--- src/rtl/apb_rr_arbiter_pkg.sv ---
// Shared types and helpers for the APB round-robin arbiter.
// Optional watchdog is enabled with the APB_ARB_TIMEOUT_EN macro.
package apb_arb_pkg;

  typedef enum logic [1:0] {
    ST_IDLE = 2'b00,
    ST_BUSY = 2'b01,
    ST_DONE = 2'b10
  } arb_state_e;

  localparam int PROT_WIDTH = 3;

  // Upper bounds for the flattened-vector slicer below.
  localparam int SLICE_MAX_FLAT = 4096;
  localparam int SLICE_MAX_W    = 128;

  // Returns slice idx (each 'width' bits wide) of a zero-extended flattened vector.
  function automatic logic [SLICE_MAX_W-1:0] get_slice(
    input logic [SLICE_MAX_FLAT-1:0] flat,
    input int                        idx,
    input int                        width
  );
    logic [SLICE_MAX_FLAT-1:0] shifted;
    logic [SLICE_MAX_W-1:0]    mask;
    shifted = flat >> (idx * width);
    mask    = ~({SLICE_MAX_W{1'b1}} << width);
    return shifted[SLICE_MAX_W-1:0] & mask;
  endfunction

endpackage

--- src/rtl/apb_rr_arbiter_if.sv ---
// Bridge-facing bundle: command outputs toward the APB bridge plus the APB bus taps.
// Shared by apb_rr_arbiter (master side) and the bridge/environment (slave side).
interface apb_rr_arbiter_if
  import apb_arb_pkg::*;
#(
  parameter int DATA_WIDTH   = 32,
  parameter int ADDR_WIDTH   = 32,
  parameter int STROBE_WIDTH = 4,
  parameter int SLAVES_NUM   = 2
);

  logic                    xfer_o;
  logic [ADDR_WIDTH-1:0]   addr_o;
  logic [DATA_WIDTH-1:0]   wdata_o;
  logic                    write_o;
  logic [STROBE_WIDTH-1:0] strb_o;
  logic [PROT_WIDTH-1:0]   prot_o;
  logic [SLAVES_NUM-1:0]   sel_o;

  logic                    PENABLE;
  logic                    PREADY;
  logic                    PSLVERR;
  logic [DATA_WIDTH-1:0]   PRDATA;

  modport master (
    output xfer_o, addr_o, wdata_o, write_o, strb_o, prot_o, sel_o,
    input  PENABLE, PREADY, PSLVERR, PRDATA
  );

  modport slave (
    input  xfer_o, addr_o, wdata_o, write_o, strb_o, prot_o, sel_o,
    output PENABLE, PREADY, PSLVERR, PRDATA
  );

endinterface

--- src/rtl/apb_rr_arbiter_rr_pick.sv ---
// Combinational round-robin picker: first set request strictly after the pointer, wrapping.
// The pointer register lives in the parent.
module rr_pick #(
  parameter int NUM_REQ = 2,
  parameter int IDX_W   = 1
) (
  input  logic [NUM_REQ-1:0] req_i,
  input  logic [IDX_W-1:0]   ptr_i,
  output logic [NUM_REQ-1:0] gnt_o,
  output logic               any_req_o
);

  logic             found;
  logic [IDX_W-1:0] idx;

  always_comb begin
    // NOTE: every variable written here gets a default first, so no path can infer a latch.
    gnt_o = '0;
    found = 1'b0;
    idx   = '0;
    for (int k = 1; k <= NUM_REQ; k++) begin
      idx = IDX_W'((int'(ptr_i) + k) % NUM_REQ);
      if (!found && req_i[idx]) begin
        gnt_o[idx] = 1'b1;
        found      = 1'b1;
      end
    end
    any_req_o = |req_i;
  end

endmodule

--- src/rtl/apb_rr_arbiter.sv ---
// Round-robin front-end sharing one APB bridge among NUM_REQ requesters, one transaction at a time.
// Define APB_ARB_TIMEOUT_EN to add the BUSY watchdog and the timeout_o port.
module apb_rr_arbiter
  import apb_arb_pkg::*;
#(
  parameter int NUM_REQ      = 2,
  parameter int DATA_WIDTH   = 32,
  parameter int ADDR_WIDTH   = 32,
  parameter int STROBE_WIDTH = 4,
  parameter int SLAVES_NUM   = 2
`ifdef APB_ARB_TIMEOUT_EN
  ,
  parameter int TIMEOUT_CYCLES = 256
`endif
) (
  input  logic                            PCLK,
  input  logic                            PRESETn,
  input  logic [NUM_REQ-1:0]              req_i,
  input  logic [NUM_REQ*ADDR_WIDTH-1:0]   req_addr_i,
  input  logic [NUM_REQ*DATA_WIDTH-1:0]   req_wdata_i,
  input  logic [NUM_REQ-1:0]              req_write_i,
  input  logic [NUM_REQ*STROBE_WIDTH-1:0] req_strb_i,
  input  logic [NUM_REQ*PROT_WIDTH-1:0]   req_prot_i,
  input  logic [NUM_REQ*SLAVES_NUM-1:0]   req_sel_i,
  output logic [NUM_REQ-1:0]              gnt_o,
  output logic [NUM_REQ-1:0]              done_o,
  output logic [DATA_WIDTH-1:0]           rdata_o,
  output logic                            slverr_o,
`ifdef APB_ARB_TIMEOUT_EN
  output logic                            timeout_o,
`endif
  apb_rr_arbiter_if.master                bus
);

  localparam int IDX_W = (NUM_REQ > 1) ? $clog2(NUM_REQ) : 1;

  arb_state_e state_q, state_d;

  logic [IDX_W-1:0]        ptr_q;
  logic [NUM_REQ-1:0]      gnt_q;
  logic [ADDR_WIDTH-1:0]   addr_q;
  logic [DATA_WIDTH-1:0]   wdata_q;
  logic                    write_q;
  logic [STROBE_WIDTH-1:0] strb_q;
  logic [PROT_WIDTH-1:0]   prot_q;
  logic [SLAVES_NUM-1:0]   sel_q;
  logic [DATA_WIDTH-1:0]   rdata_q;
  logic                    slverr_q;

  logic [NUM_REQ-1:0] pick_gnt;
  logic               any_req;
  logic [IDX_W-1:0]   win_idx;
  logic               busy;
  logic               cmpl;
  logic               tmo_hit;
  logic               xfer;

  rr_pick #(
    .NUM_REQ (NUM_REQ),
    .IDX_W   (IDX_W)
  ) u_rr_pick (
    .req_i     (req_i),
    .ptr_i     (ptr_q),
    .gnt_o     (pick_gnt),
    .any_req_o (any_req)
  );

  always_comb begin
    win_idx = '0;
    for (int i = 0; i < NUM_REQ; i++) begin
      if (pick_gnt[i]) win_idx = IDX_W'(i);
    end
  end

  // The bridge leaves ACCESS on PSLVERR even without PREADY, so either ends the transfer.
  assign busy = (state_q == ST_BUSY);
  assign cmpl = bus.PENABLE && (bus.PREADY || bus.PSLVERR);

`ifdef APB_ARB_TIMEOUT_EN
  localparam int CNT_W = $clog2(TIMEOUT_CYCLES + 1);

  logic [CNT_W-1:0] tmo_cnt_q;
  logic             timeout_q;

  // Counter is held at zero outside BUSY, so it restarts on every BUSY entry.
  assign tmo_hit = busy && !cmpl && (tmo_cnt_q == CNT_W'(TIMEOUT_CYCLES - 1));

  always_ff @(posedge PCLK or negedge PRESETn) begin
    if (!PRESETn) begin
      tmo_cnt_q <= '0;
      timeout_q <= 1'b0;
    end else begin
      tmo_cnt_q <= busy ? tmo_cnt_q + CNT_W'(1) : '0;
      timeout_q <= tmo_hit;
    end
  end

  assign timeout_o = timeout_q;
`else
  assign tmo_hit = 1'b0;
`endif

  // State register.
  always_ff @(posedge PCLK or negedge PRESETn) begin
    // NOTE: sequential state uses non-blocking assignments so every flop samples pre-edge values.
    if (!PRESETn) state_q <= ST_IDLE;
    else          state_q <= state_d;
  end

  // Next-state logic.
  always_comb begin
    state_d = state_q;
    unique case (state_q)
      ST_IDLE: if (any_req)         state_d = ST_BUSY;
      ST_BUSY: if (cmpl || tmo_hit) state_d = ST_DONE;
      ST_DONE:                      state_d = ST_IDLE;
      default:                      state_d = ST_IDLE;
    endcase
  end

  // Outputs: Transfer drops in the completion cycle so the bridge does not reissue.
  always_comb begin
    xfer   = busy && !cmpl && !tmo_hit;
    done_o = (state_q == ST_DONE) ? gnt_q : '0;
  end

  // Command capture on grant, response capture on completion.
  always_ff @(posedge PCLK or negedge PRESETn) begin
    if (!PRESETn) begin
      ptr_q    <= IDX_W'(NUM_REQ - 1);
      gnt_q    <= '0;
      addr_q   <= '0;
      wdata_q  <= '0;
      write_q  <= 1'b0;
      strb_q   <= '0;
      prot_q   <= '0;
      sel_q    <= '0;
      rdata_q  <= '0;
      slverr_q <= 1'b0;
    end else begin
      unique case (state_q)
        ST_IDLE: begin
          if (any_req) begin
            gnt_q   <= pick_gnt;
            ptr_q   <= win_idx;
            addr_q  <= ADDR_WIDTH'(get_slice(SLICE_MAX_FLAT'(req_addr_i), int'(win_idx), ADDR_WIDTH));
            wdata_q <= DATA_WIDTH'(get_slice(SLICE_MAX_FLAT'(req_wdata_i), int'(win_idx), DATA_WIDTH));
            write_q <= req_write_i[win_idx];
            strb_q  <= STROBE_WIDTH'(get_slice(SLICE_MAX_FLAT'(req_strb_i), int'(win_idx), STROBE_WIDTH));
            prot_q  <= PROT_WIDTH'(get_slice(SLICE_MAX_FLAT'(req_prot_i), int'(win_idx), PROT_WIDTH));
            sel_q   <= SLAVES_NUM'(get_slice(SLICE_MAX_FLAT'(req_sel_i), int'(win_idx), SLAVES_NUM));
          end
        end
        ST_BUSY: begin
          if (cmpl) begin
            rdata_q  <= write_q ? '0 : bus.PRDATA;
            slverr_q <= bus.PSLVERR;
          end else if (tmo_hit) begin
            rdata_q  <= '0;
            slverr_q <= 1'b1;
          end
        end
        ST_DONE: gnt_q <= '0;
        default: gnt_q <= '0;
      endcase
    end
  end

  assign gnt_o       = gnt_q;
  assign rdata_o     = rdata_q;
  assign slverr_o    = slverr_q;
  assign bus.xfer_o  = xfer;
  assign bus.addr_o  = addr_q;
  assign bus.wdata_o = wdata_q;
  assign bus.write_o = write_q;
  assign bus.strb_o  = strb_q;
  assign bus.prot_o  = prot_q;
  assign bus.sel_o   = sel_q;

endmodule

--- src/flat_wrapper.sv ---
// flat-port wrapper written by rule: the top's interface ports become plain ports
module apb_rr_arbiter_flat import apb_arb_pkg::*;
#(
  parameter int NUM_REQ      = 2,
  parameter int DATA_WIDTH   = 32,
  parameter int ADDR_WIDTH   = 32,
  parameter int STROBE_WIDTH = 4,
  parameter int SLAVES_NUM   = 2

)
  (PCLK, PRESETn, req_i, req_addr_i, req_wdata_i, req_write_i, req_strb_i, req_prot_i, req_sel_i, gnt_o, done_o, rdata_o, slverr_o, bus_xfer_o, bus_addr_o, bus_wdata_o, bus_write_o, bus_strb_o, bus_prot_o, bus_sel_o, bus_PENABLE, bus_PREADY, bus_PSLVERR, bus_PRDATA);
  apb_rr_arbiter_if #(.DATA_WIDTH(DATA_WIDTH), .ADDR_WIDTH(ADDR_WIDTH), .STROBE_WIDTH(STROBE_WIDTH), .SLAVES_NUM(SLAVES_NUM)) bus_i ();
  input  logic PCLK;
  input  logic PRESETn;
  input  logic [NUM_REQ-1:0] req_i;
  input  logic [NUM_REQ*ADDR_WIDTH-1:0] req_addr_i;
  input  logic [NUM_REQ*DATA_WIDTH-1:0] req_wdata_i;
  input  logic [NUM_REQ-1:0] req_write_i;
  input  logic [NUM_REQ*STROBE_WIDTH-1:0] req_strb_i;
  input  logic [NUM_REQ*PROT_WIDTH-1:0] req_prot_i;
  input  logic [NUM_REQ*SLAVES_NUM-1:0] req_sel_i;
  output logic [NUM_REQ-1:0] gnt_o;
  output logic [NUM_REQ-1:0] done_o;
  output logic [DATA_WIDTH-1:0] rdata_o;
  output logic slverr_o;
  output wire logic [$bits(bus_i.xfer_o)-1:0] bus_xfer_o;
  output wire logic [$bits(bus_i.addr_o)-1:0] bus_addr_o;
  output wire logic [$bits(bus_i.wdata_o)-1:0] bus_wdata_o;
  output wire logic [$bits(bus_i.write_o)-1:0] bus_write_o;
  output wire logic [$bits(bus_i.strb_o)-1:0] bus_strb_o;
  output wire logic [$bits(bus_i.prot_o)-1:0] bus_prot_o;
  output wire logic [$bits(bus_i.sel_o)-1:0] bus_sel_o;
  input wire logic [$bits(bus_i.PENABLE)-1:0] bus_PENABLE;
  input wire logic [$bits(bus_i.PREADY)-1:0] bus_PREADY;
  input wire logic [$bits(bus_i.PSLVERR)-1:0] bus_PSLVERR;
  input wire logic [$bits(bus_i.PRDATA)-1:0] bus_PRDATA;
  assign bus_xfer_o = bus_i.xfer_o;
  assign bus_addr_o = bus_i.addr_o;
  assign bus_wdata_o = bus_i.wdata_o;
  assign bus_write_o = bus_i.write_o;
  assign bus_strb_o = bus_i.strb_o;
  assign bus_prot_o = bus_i.prot_o;
  assign bus_sel_o = bus_i.sel_o;
  assign bus_i.PENABLE = bus_PENABLE;
  assign bus_i.PREADY = bus_PREADY;
  assign bus_i.PSLVERR = bus_PSLVERR;
  assign bus_i.PRDATA = bus_PRDATA;
  apb_rr_arbiter #(.NUM_REQ(NUM_REQ), .DATA_WIDTH(DATA_WIDTH), .ADDR_WIDTH(ADDR_WIDTH), .STROBE_WIDTH(STROBE_WIDTH), .SLAVES_NUM(SLAVES_NUM)) u_core (.PCLK(PCLK), .PRESETn(PRESETn), .req_i(req_i), .req_addr_i(req_addr_i), .req_wdata_i(req_wdata_i), .req_write_i(req_write_i), .req_strb_i(req_strb_i), .req_prot_i(req_prot_i), .req_sel_i(req_sel_i), .gnt_o(gnt_o), .done_o(done_o), .rdata_o(rdata_o), .slverr_o(slverr_o), .bus(bus_i));
endmodule
--- config.mk ---
export PLATFORM = sky130hd
export DESIGN_NAME = apb_rr_arbiter_flat
export DESIGN_NICKNAME = d
export VERILOG_FILES = /design/src/rtl/apb_rr_arbiter_pkg.sv /design/src/rtl/apb_rr_arbiter_if.sv /design/src/rtl/apb_rr_arbiter_rr_pick.sv /design/src/rtl/apb_rr_arbiter.sv /design/src/flat_wrapper.sv
export SDC_FILE = /design/constraint.sdc
export NUM_CORES = 1
export LEC_CHECK = 0
export BUFFER_PORTS_ARGS = -buffer_cell sky130_fd_sc_hd__buf_2
export CAP_MARGIN = 25
export CORE_AREA = 2 2 117 119
export CTS_BUF_LIST = sky130_fd_sc_hd__clkbuf_4 sky130_fd_sc_hd__clkbuf_8 sky130_fd_sc_hd__clkbuf_16
export CTS_CLUSTER_DIAMETER = 150
export DETAILED_ROUTE_END_ITERATION = 6
export DIE_AREA = 0 0 119 121
export PLACE_DENSITY = 0.73
export SLEW_MARGIN = 40
export SYNTH_ARGS = -nofsm -noshare
export SYNTH_HDL_FRONTEND = slang
export SYNTH_HIERARCHICAL = 1
export SYNTH_SLANG_ARGS = --single-unit
export TNS_END_PERCENT = 100
--- constraint.sdc ---
create_clock -name PCLK -period 2.6 [get_ports PCLK]
set_clock_uncertainty 0.2 [all_clocks]
set_input_delay 0 -clock PCLK [delete_from_list [all_inputs] [get_ports PCLK]]
set_output_delay 0 -clock PCLK [all_outputs]
set_load 0.02 [all_outputs]
==> results, run 1 <==
- Of all flip-flops after synthesis, the portion carrying an async set or reset was 100%.
- Yosys attributes the largest share of cell area to sky130_fd_sc_hd__dfrtp_1, sky130_fd_sc_hd__mux2i_1, sky130_fd_sc_hd__mux2_2, sky130_fd_sc_hd__a21oi_1, sky130_fd_sc_hd__nor2_1.
- The routability congestion estimate from global placement is 0.766.
- Yosys instantiated no cell more often than sky130_fd_sc_hd__dfrtp_1.
- The most used flip-flop cell after synthesis is sky130_fd_sc_hd__dfrtp_1.
- The placed instances occupy a cell area of 6730 um2.
- The vertical extent of the die is 121 um.
- In this run the cell area of the synthesized design comes to 5100 um2.
- The buffers inserted during post-CTS setup optimization is 0.
- Counting flops and latches in the post-synthesis netlist gives 112.
- Detailed placement finished with a half-perimeter wire length of 9880 um.
- The number of warnings reported in the yosys synthesis log is 6.
- The post-synthesis share of cell area spent on full adders, half adders and majority gates is 0%.
- In this run, synthesis inferred 0 flip-flops with an integrated enable.
- In this run, post-CTS hold repair placed 183 buffers.
- The post-cts sizing count is 0.
- TritonCTS created 9 clock buffers.
- Summing the areas of all and, or, nand and nor instances in the mapped netlist gives 11.0% of the synthesized area.
- The overall die width is 119 um.
- By area, the combinational part of the netlist is dominated by multiplexers.
- The proportion of synthesized chip area in sequential cells is 54.9%.
- The total clock sinks is 112.
- The run stopped with a tool error.
- The level count of the clock H-tree is 3.
- The quantity of I/O buffers inserted on ports is 298.
- The tool reported: "[ERROR RSZ-0060] Max buffer count reached".
- The unique cell type count in the Yosys netlist is 20.
- After synthesis, the most frequently instantiated cells are sky130_fd_sc_hd__dfrtp_1, sky130_fd_sc_hd__mux2i_1, sky130_fd_sc_hd__nor2_1, sky130_fd_sc_hd__a21oi_1, sky130_fd_sc_hd__mux2_2.
- The count of mapped cells out of synthesis is 448.
- The largest area contributor in the netlist is sky130_fd_sc_hd__dfrtp_1.
- After synthesis, the largest area contributor takes up 54.4% of total cell area.
- The row count is 42.
- The multiplexer share of the synthesized area is 22.4%.
- The net count after synthesis is 635.
- The flow stopped in 4_1_cts.
- The synthesized netlist devotes 7.65% of its cell area to compound gates.
- The starting density of the core is 39.0%.
- The clock tree root buffer cell is sky130_fd_sc_hd__clkbuf_16.
- Summing the areas of all xor and xnor instances in the mapped netlist gives 0% of the synthesized area.
- Averaged over all synthesized cells, the footprint is 11.4 um2.
- No sink is reached through more buffers than the 2 on the longest clock path.
- For this design the top-level I/O count stands at 299.
[kinds of logic after synthesis]
logic type      after synthesis
compound gates               77
buf+inv                      33
flops                       112
mux                         110
simple gates                116
[per-stage QoR]
step / cells / worst slack [ps]
after global placement: 896 / 833
after floorplan: 448 / 941
after detailed placement: 896 / 791
==> run 2: changes to the inputs <==
Settings changed: CORE_AREA 2 2 117 119 to default, CORE_MARGIN from default to 2, CORE_UTILIZATION from default to 32, CTS_BUF_LIST sky130_fd_sc_hd__clkbuf_4 sky130_fd_sc_hd__clkbuf_8 sky130_fd_sc_hd__clkbuf_16 to default, CTS_CLUSTER_DIAMETER 150 to default, DIE_AREA 0 0 119 121 to default, PLACE_DENSITY 0.73 to default, PLACE_DENSITY_LB_ADDON from default to 0.15.
==> results, run 2 <==
- The post-cts hold buffer count is 186 (was 183).
- The largest area contributor in the netlist is sky130_fd_sc_hd__dfrtp_1 (unchanged).
- The arrival time of the worst setup path is 2440 ps.
- The startpoint-to-endpoint class of the critical path is register to register.
- The quantity of I/O buffers inserted on ports is 298 (unchanged).
- List of most frequent post-synthesis cells: sky130_fd_sc_hd__dfrtp_1, sky130_fd_sc_hd__mux2i_1, sky130_fd_sc_hd__nor2_1, sky130_fd_sc_hd__a21oi_1, sky130_fd_sc_hd__mux2_2 (unchanged).
- The global-route wire length before repair is 24700 um.
- The share of flip-flops with an asynchronous set or reset after synthesis is 100% (unchanged).
- The minimum clock period after layout is 2450 ps.
- The count of flip-flops with a built-in enable after synthesis is 0 (unchanged).
- The level count of the clock H-tree is 3 (unchanged).
- The setup total negative slack is 0 ps.
- Setup violations remaining at the end of the flow were counted as 0.
- The area overhead of the layout relative to synthesis is 76.2%.
- The post-route worst hold slack is -40.9 ps.
- The total count of max-transition violations in the final report is 0.
- The clock tree root buffer cell is sky130_fd_sc_hd__clkbuf_16 (unchanged).
- Global routing consumed, over all layers together, 18.7% of the routing resources.
- The cell with the largest stage delay on the worst path is sky130_fd_sc_hd__dlygate4sd3_1.
- The count of mapped cells out of synthesis is 448 (unchanged).
- The share of layout cells above drive strength 1 is 39.4%.
- The sum of net half-perimeters after detailed placement is 10700 um (was 9880 um).
- The count of boundary I/O pins was 299 (unchanged).
- The endpoint identified for the worst register-to-register timing path is u_core/bus.wdata_o[19].
- Setup repair after global routing left no endpoint under its margin.
- The proportion of synthesized chip area in sequential cells is 54.9% (unchanged).
- The final wirelength is 16700 um.
- The per-cell via count in the routed design is 4.44.
- The mean area per synthesized cell is 11.4 um2 (unchanged).
- On the worst path, the slowest cell contributes a delay of 600 ps.
- For this run, design rule violations remaining after detail routing come to 0.
- The die area is 17000 um2.
- The checks that failed: negative hold slack.
- The most used flip-flop cell after synthesis is sky130_fd_sc_hd__dfrtp_1 (unchanged).
- The maximum fanout along the worst path is 23.
- The post-synthesis sequential element count came to 112 (unchanged).
- The insertion delay of the later-clocked pin in the worst-skew pair is 340 ps.
- After layout, the worst path uses 94.2% of the clock period.
- The initial DRC count is 200.
- The vertical extent of the die was 130 um (was 121 um).
- The worst min-delay path category is primary input to asynchronous set/reset pin.
- The worst setup path is launched from a register.
- For this run the aggregate overflow at the end of global routing stands at 0.
- The row count came to 46 (was 42).
- The count of final hold-check violations is 11.
- The total number of vias is 5090.
- The number of CTS-inserted buffers is 9 (unchanged).
- The unique cell type count in the Yosys netlist came to 20 (unchanged).
- VDD sags by at most 0.000550 V.
- TritonCTS built the clock tree.
- Data on the critical path is required at its endpoint by 2600 ps.
- The cell area after technology mapping was 5100 um2 (unchanged).
- The upper clock frequency limit is 409 MHz.
- The worst register-to-register path has a depth of 5.
- The most common cell in the netlist is sky130_fd_sc_hd__dfrtp_1 (unchanged).
- The post-cts sizing count is 0 (unchanged).
- The number of global-route vias before repair is 5205.
- Max-cap violations in this run came to 0.
- The number of warnings reported in the yosys synthesis log is 6 (unchanged).
- The placeable core area is 15700 um2.
- Area contributors post-synth: sky130_fd_sc_hd__dfrtp_1, sky130_fd_sc_hd__mux2i_1, sky130_fd_sc_hd__mux2_2, sky130_fd_sc_hd__a21oi_1, sky130_fd_sc_hd__nor2_1 (unchanged).
- Traced cell by cell, the critical path runs through a21boi_4 > buf_12 > mux2i_1 > dlygate4sd3_1 > a21oi_1.
- Leaving out fill and tap cells, the most frequent cells in the layout are sky130_fd_sc_hd__buf_2, sky130_fd_sc_hd__dlygate4sd3_1, sky130_fd_sc_hd__dfrtp_1.
- The initial antenna violation count is 1.
- The net count after synthesis is 635 (unchanged).
- The first TritonRoute pass finished after 4 iterations.
- The pin count of the biggest net entering global routing is 58.
- The net count of the finished layout is 1111.
- The leakage power figure is 0.00440 uW.
- The fraction of post-synthesis cell area in the top cell type by area came to 54.4% (unchanged).
- The buffers inserted during post-CTS setup optimization was 0 (unchanged).
- The actual slew at the worst max-slew pin is 602 ps.
- Counting the fill cells in the layout gives 1354.
- After detailed routing, the average wire length per cell comes to 14.6 um.
- The total clock sinks is 112 (unchanged).
- The number of instances in the placed design came to 943 (was 896).
- The family of cells with the greatest summed delay on the critical path is buffers and inverters.
- The starting density of the core was 32.5% (was 39.0%).
- The count of non-filler cells in the finished layout is 1146.
- The worst-case register-to-register setup slack is 150 ps.
- The power density over the cells is 940 nW/um2.
- The worst max-slew margin expressed relative to the limit is 59.7%.
- The maximum buffer depth of the clock tree was 2 (unchanged).
- The routability congestion estimate from global placement is 0.796 (was 0.766).
- After clock tree synthesis, the clock-pin slew on the worst setup and hold paths is 80 ps.
- The worst flop-to-flop path startpoint is u_core/ptr_q.
- The number of buffers and inverters on the critical path is 2.
- STA classifies the critical path endpoint as a register.
- Outcome: complete, but fails checks (was stopped before the end).
- The overall die width is 130 um (was 119 um).
- The most common cell after layout, fill and taps aside is sky130_fd_sc_hd__buf_2.
- The remaining antenna violation count after routing is 0.
run 2: worst reg2reg max path, stage by stage (launching register included):
cell and delay (ps):
sky130_fd_sc_hd__dfstp_2 390, sky130_fd_sc_hd__a21boi_4 510, sky130_fd_sc_hd__buf_12 280, sky130_fd_sc_hd__mux2i_1 260, sky130_fd_sc_hd__dlygate4sd3_1 600, sky130_fd_sc_hd__a21oi_1 70
run 2: cell families (layout without fill, tap and decap cells):
kind of cell,Yosys count,after routing,synth area share (%)
and+or+nand+nor,116,116,11.0
DFF,112,112,54.9
muxes,110,110,22.4
AOI/OAI and AO/OA,77,77,7.65
buffers and inverters,33,514,4.02
other,0,1,0
run 2: final cells by class:
class | instances | area (um2) | area share [%]
Sequential cell | 112 | 2800 | 31.2
Clock inverter | 6 | 67.6 | 0.751
Timing Repair Buffer | 497 | 3490 | 38.9
Clock buffer | 10 | 239 | 2.66
Tap cell | 216 | 270 | 3.00
Antenna cell | 1 | 2.50 | 0.0278
Inverter | 1 | 3.75 | 0.0417
Multi-Input combinational cell | 303 | 2110 | 23.5
run 2: worst max path at each step:
stage,to,slack (ps),depth (start not counted),start
finish,u_core/bus.wdata_o[19],150,5,u_core/ptr_q
global route,u_core/bus.addr_o[8],40,5,u_core/ptr_q
CTS,u_core/bus.wdata_o[19],170,5,u_core/ptr_q
detailed placement,u_core/bus.wdata_o[19],690,4,u_core/ptr_q
global placement,u_core/bus.wdata_o[19],730,4,u_core/ptr_q
floorplan,u_core/rdata_o[10],940,4,u_core/state_q[1]
run 2: per-stage QoR:
step                      cell area [um2]  worst slack [ps]  total power [uW]  hold WS, ps  utilization (%)
final                                8990               152              8450        -40.9             57.2
after global routing                 8990              43.9              9020         30.1             57.2
after CTS                            8990               172              8510         28.5             57.2
after detailed placement             6820               686              6720        -79.8             43.4
after global placement               6820               733              6630        -76.6             43.4
after floorplan                      5100               941              5410         -496                -
run 2: report_power, final:
| part | internal, uW | switching [uW] | leakage, uW |
|---|---|---|---|
| sequential | 2510 | 407 | 0.00131 |
| combinational | 1690 | 2430 | 0.00294 |
| clock | 778 | 638 | 0.000145 |
| total | 4980 | 3470 | 0.00440 |
run 2: metal layers:
metal / GRT usage [%] / part of all wire (%)
met1: 20.4 / 38
met2: 35.0 / 53
met3: 3.20 / 5.1
met4: 8.54 / 2.9
met5: 0 / 0
Note: power is estimated with default switching activity, not from simulation.
